<file path="src/rtl/seg7_time_display.sv">
// HH:MM driver for a 4-digit multiplexed common-anode 7-segment display.
// Inputs are captured once per frame so the four digits never tear.
module seg7_time_display #(
  parameter int REFRESH_DIV = 100_000,
  parameter int BLINK_DIV   = 50_000_000
) (
  input  logic       clk_100MHz,
  input  logic       reset_n,
  input  logic       display_en,
  input  logic [3:0] hours,
  input  logic [5:0] minutes,
  output logic [6:0] seg,
  output logic       dp,
  output logic [3:0] an
);
  localparam int RW = (REFRESH_DIV > 1) ? $clog2(REFRESH_DIV) : 1;
  localparam int BW = (BLINK_DIV > 1) ? $clog2(BLINK_DIV) : 1;
  localparam logic [RW-1:0] REF_LAST = RW'(REFRESH_DIV - 1);
  localparam logic [BW-1:0] BLK_LAST = BW'(BLINK_DIV - 1);

  localparam logic [1:0] D0 = 2'd0;
  localparam logic [1:0] D1 = 2'd1;
  localparam logic [1:0] D2 = 2'd2;
  localparam logic [1:0] D3 = 2'd3;

  localparam logic [6:0] SEG_DASH  = 7'h3F;
  localparam logic [6:0] SEG_BLANK = 7'h7F;

  function automatic logic [6:0] font(input logic [3:0] v);
    case (v)
      4'd0:    font = 7'h40;
      4'd1:    font = 7'h79;
      4'd2:    font = 7'h24;
      4'd3:    font = 7'h30;
      4'd4:    font = 7'h19;
      4'd5:    font = 7'h12;
      4'd6:    font = 7'h02;
      4'd7:    font = 7'h78;
      4'd8:    font = 7'h00;
      4'd9:    font = 7'h10;
      default: font = SEG_DASH;
    endcase
  endfunction

  logic [RW-1:0] refresh_cnt_q, refresh_cnt_d;
  logic [BW-1:0] blink_cnt_q, blink_cnt_d;
  logic          colon_q, colon_d;
  logic [1:0]    state_q, state_d;
  logic [1:0]    cur_q, cur_d;
  logic          lit_q, lit_d;
  logic [3:0]    sh_hr_q, sh_hr_d;
  logic [5:0]    sh_min_q, sh_min_d;
  logic [6:0]    seg_q, seg_d;
  logic [3:0]    an_q, an_d;
  logic          dp_q, dp_d;

  logic          slot_tick, blink_wrap, hr_bad, min_bad;
  logic [3:0]    min_ones, min_tens, hr_ones;
  logic [6:0]    digit_seg;

  // Decode of the digit the FSM is about to light, from the shadow copy only.
  always_comb begin
    hr_bad   = (sh_hr_q == 4'd0) || (sh_hr_q > 4'd12);
    min_bad  = sh_min_q > 6'd59;
    min_ones = 4'(sh_min_q % 6'd10);
    min_tens = 4'(sh_min_q / 6'd10);
    hr_ones  = (sh_hr_q >= 4'd10) ? sh_hr_q - 4'd10 : sh_hr_q;
    case (state_q)
      D0:      digit_seg = min_bad ? SEG_DASH : font(min_ones);
      D1:      digit_seg = min_bad ? SEG_DASH : font(min_tens);
      D2:      digit_seg = hr_bad ? SEG_DASH : font(hr_ones);
      default: digit_seg = hr_bad ? SEG_DASH : ((sh_hr_q >= 4'd10) ? font(4'd1) : SEG_BLANK);
    endcase
  end

  always_comb begin
    slot_tick     = refresh_cnt_q == REF_LAST;
    refresh_cnt_d = slot_tick ? '0 : refresh_cnt_q + RW'(1);
    blink_wrap    = blink_cnt_q == BLK_LAST;
    blink_cnt_d   = blink_wrap ? '0 : blink_cnt_q + BW'(1);
    colon_d       = blink_wrap ? ~colon_q : colon_q;

    state_d = state_q;
    if (slot_tick) begin
      case (state_q)
        D0:      state_d = D1;
        D1:      state_d = D2;
        D2:      state_d = D3;
        default: state_d = D0;
      endcase
    end

    // Capture on the D3->D0 step; the D3 slot itself still decodes the old copy.
    sh_hr_d  = sh_hr_q;
    sh_min_d = sh_min_q;
    if (slot_tick && state_q == D3) begin
      sh_hr_d  = hours;
      sh_min_d = minutes;
    end

    cur_d = slot_tick ? state_q : cur_q;
    lit_d = lit_q | slot_tick;
    seg_d = slot_tick ? digit_seg : seg_q;
    an_d  = (display_en && lit_d) ? ~(4'b0001 << cur_d) : 4'b1111;
    dp_d  = ~(display_en && lit_d && (cur_d == D2) && colon_d);
  end

  always_ff @(posedge clk_100MHz) begin
    if (!reset_n) begin
      refresh_cnt_q <= '0;
      blink_cnt_q   <= '0;
      colon_q       <= 1'b1;
      state_q       <= D0;
      cur_q         <= D0;
      lit_q         <= 1'b0;
      sh_hr_q       <= 4'd12;
      sh_min_q      <= 6'd0;
      seg_q         <= SEG_BLANK;
      an_q          <= 4'b1111;
      dp_q          <= 1'b1;
    end else begin
      refresh_cnt_q <= refresh_cnt_d;
      blink_cnt_q   <= blink_cnt_d;
      colon_q       <= colon_d;
      state_q       <= state_d;
      cur_q         <= cur_d;
      lit_q         <= lit_d;
      sh_hr_q       <= sh_hr_d;
      sh_min_q      <= sh_min_d;
      seg_q         <= seg_d;
      an_q          <= an_d;
      dp_q          <= dp_d;
    end
  end

  assign seg = seg_q;
  assign an  = an_q;
  assign dp  = dp_q;
endmodule

</file>
<file path="config.mk">
export PLATFORM = sky130hd
export DESIGN_NAME = seg7_time_display
export DESIGN_NICKNAME = d
export VERILOG_FILES = /design/src/rtl/seg7_time_display.sv
export SDC_FILE = /design/constraint.sdc
export NUM_CORES = 1
export LEC_CHECK = 0
export BUFFER_PORTS_ARGS = -buffer_cell sky130_fd_sc_hd__buf_2
export CELL_PAD_IN_SITES_DETAIL_PLACEMENT = 0
export CELL_PAD_IN_SITES_GLOBAL_PLACEMENT = 1
export CORE_MARGIN = 1
export CORE_UTILIZATION = 30
export DETAILED_ROUTE_END_ITERATION = 7
export PLACE_DENSITY_LB_ADDON = 0.1
export SLEW_MARGIN = 20
export SYNTH_ARGS = -nofsm -noshare
export SYNTH_HDL_FRONTEND = slang
export SYNTH_SLANG_ARGS = --single-unit
</file>
<file path="constraint.sdc">
create_clock -name clk_100MHz -period 3.14 [get_ports clk_100MHz]
set_input_delay 0.157 -clock clk_100MHz [delete_from_list [all_inputs] [get_ports clk_100MHz]]
set_output_delay 0.157 -clock clk_100MHz [all_outputs]
set_load 0.05 [all_outputs]
</file>
==> results.toml <==
[outcome]
outcome = "finished clean"

[sta]
relSlewSlack = 0.4778
period_needed_ps = 2737
worst_slack_ps = 403.0
period_share = 0.8716
fin_skew_ps = 6.142
holdWs_ps = 30.29
tightest_slew_ps = 776.2
hold_viol_final = 0
setup_viol = 0
rsz0062_at_grt = "false"
drv_slew = 0
fmax_mhz = 365.4
fin_setup_tns_ps = 0

[worst_setup_path]
critPathLaunchType = "flip-flop"
cp.arrival_ps = 2960
cp_top_family = "compound AO/OA/AOI/OAI gates"
crit_type = "reg2reg"
crit_buf_inv = 1
r2r_slack_ps = 400
cp_slowest_cell = "a221oi_1"
cp.required_ps = 3360
worstSetupEndpointType = "flip-flop"
worstPathCellList = "buf_4, or3b_1, o221a_1, a221oi_1, nor2b_1, a311oi_1, o21ai_1"
cp_slowest_stage_delay_ps = 550
path_max_fanout = 14
worstReg2RegEnd = "seg[2]"
reg2reg_depth = 7
r2r-start = "sh_min_q[3]"

[placement]
dp_slack_ps = 435.7
placed_cell_area_mm2 = 0.004449
port_buffers = 24
dp_cells = 704
dpl.hpwl_um = 7328
gp_congestion = 0.8136

[clock_tree]
cts.sinks = 71
cts-root-buf = "clkbuf_16"
clk_path_buf_depth = 2
post-cts-setup-buffer-count = 0
cts_resized = 0
cts-htree-levels = 3
clkTransAtPathRegs_ps = 60
numCtsBuffers = 9
clkLatencyLatePin_ps = 340
cts_tree = "built"
holdBufCountCts = 0

[pwr]
vdd_ir_drop_max_mv = 0.2181
p_leak_nw = 1.777
p_total_mw = 2.060
p_per_area_mw_per_mm2 = 431.9

[detailed_routing]
drtIter0Drc = 254
ant_nets = 0
remaining_drc_errors = 0
vias = 3611
post_drt_via_cell_ratio = 5.015
route.detailed.wl_per_inst_um = 13.88
first_pass_iters = 4
drt-total-wl_um = 9991

[min_path]
hold_end = "sh_hr_q[3]"
hold_path.class = "in2reg"
hold_depth = 3
hp-start = "hours[3]"

[cells_and_area]
final_cell_mix = "dfxtp_1 (71), nand2_1 (66), nor2_1 (61), xor2_1 (30), ha_1 (25)"
antenna_cells = 0
layout.cells.non_filler = 720
fillers = 1398
final_common_cell = "dfxtp_1"
fin_nets = 577
stdcell_area_mm2 = 0.004770
drive_gt1_frac = 0.09926
area_growth_pct = 15.10
final_util = 0.3573

[die]
pin_count = 25
start_util = 0.3105
fp.dieH_um = 119.5
rows = 42
die_w_um = 119.5
die_area_mm2 = 0.01429
core_mm2 = 0.01335

[synth]
syn_inst = 522
synth_warnings = 0
synth_nets = 560
synth.avg_cell_area_um2 = 7.939
synthArstFlopShare = 0
ys.flop_type = "dfxtp_1"
synth_edf_count = 0
ys_seq_area_frac = 0.3430
synth_cell_type_count = 64
synth_seq_cells = 71
synthesis.area_mm2 = 0.004144

[global_routing]
grt_pass1_wl_um = 17390
gr-total-overflow = 0
grtUsageMet2 = 0.2547
use_met3 = 0.03375
grt_start_max_net_pins = 26
busiest_layer = "met2"
grt_pass1_vias = 3576
grt_util_met1 = 0.1938
antenna_found_initial = 0
grt_usage = 0.1542

[run]
drv_cap = 0
==> cell families (layout without fill, tap and decap cells) <==
logic type,Yosys count,in the layout,synth area share
AO/OA/AOI/OAI,104,104,0.1661
XOR/XNOR,40,40,0.08454
adder cells (fa/ha/maj),25,25,0.07548
buffers and inverters,45,67,0.04106
flip-flops,71,71,0.3430
multiplexers,6,6,0.01479
AND/OR/NAND/NOR,231,231,0.2751
==> layer usage <==
metal  part of all wire  vias to the layer above  routed length [um]
met1               0.48                     1678                4787
met3              0.032                       10                 318
met4              0.014                        0                 143
met5                  0                        -                   0
li1                   -                     1879                   -
met2               0.47                       44                4742
==> cell type report <==
type                            instances  area, um2  area share
Inverter                               18      67.56     0.01417
Clock buffer                            9      225.2     0.04722
Tap cell                              176      220.2     0.04617
Clock inverter                          7      95.09     0.01994
Sequential cell                        71       1421      0.2980
Timing Repair Buffer                   33      187.7     0.03935
Multi-Input combinational cell        406       2552      0.5352
==> sequential cells by signal, indices dropped and copies added (netlist names) <==
name / count
an: 4
blink_cnt_q: 26
colon_q: 1
cur_q: 2
dp: 1
lit_q: 1
refresh_cnt_q: 17
seg: 7
sh_hr_q: 4
sh_min_q: 6
state_q: 2
==> how the worst max path moves through the flow <==
stage                      from      to  cells after the start
floorplan           sh_min_q[3]  seg[1]                     10
global placement    sh_min_q[3]  seg[2]                      7
detailed placement  sh_min_q[3]  seg[2]                      7
CTS                 sh_min_q[3]  seg[2]                      7
global route        sh_min_q[5]  seg[1]                      9
finish              sh_min_q[3]  seg[2]                      7
==> worst register-to-register path, cell delays in order, from the launching register on <==
cell and delay (ps):
dfxtp_1 510, buf_4 280, or3b_1 390, o221a_1 240, a221oi_1 550, nor2b_1 150, a311oi_1 390, o21ai_1 120
==> synth_stat cells (4+ instances only) <==
cell type  instances  area, um2
dfxtp_1           71       1421
nor4_1             6      37.54
ha_1              25      312.8
o21ai_0           14      70.07
a31oi_1            8      50.05
xor2_1            30      262.8
nor3_1             6      30.03
nand3_1           23      115.1
o21ai_1           10      50.05
inv_1             15      56.30
nand2b_1          11      68.82
a211oi_1           7      52.55
nor2b_1           11      68.82
nor2_1            61      229.0
a21oi_1           24      120.1
nand2_1           66      247.7
a22oi_1            4      30.03
nand4_1           12      75.07
clkbuf_1          21      78.83
and3_1             7      43.79
xnor2_1           10      87.58
buf_1              5      18.77
mux2i_1            5      50.05
and4_1             5      43.79
==> power by group <==
group	internal, mW	switching (mW)	total [mW]
clock network	0.698	0.410	1.11
logic	0.0139	0.0241	0.0380
registers	0.907	0.00689	0.914
No activity file was read; power rests on OpenSTA's default activity.
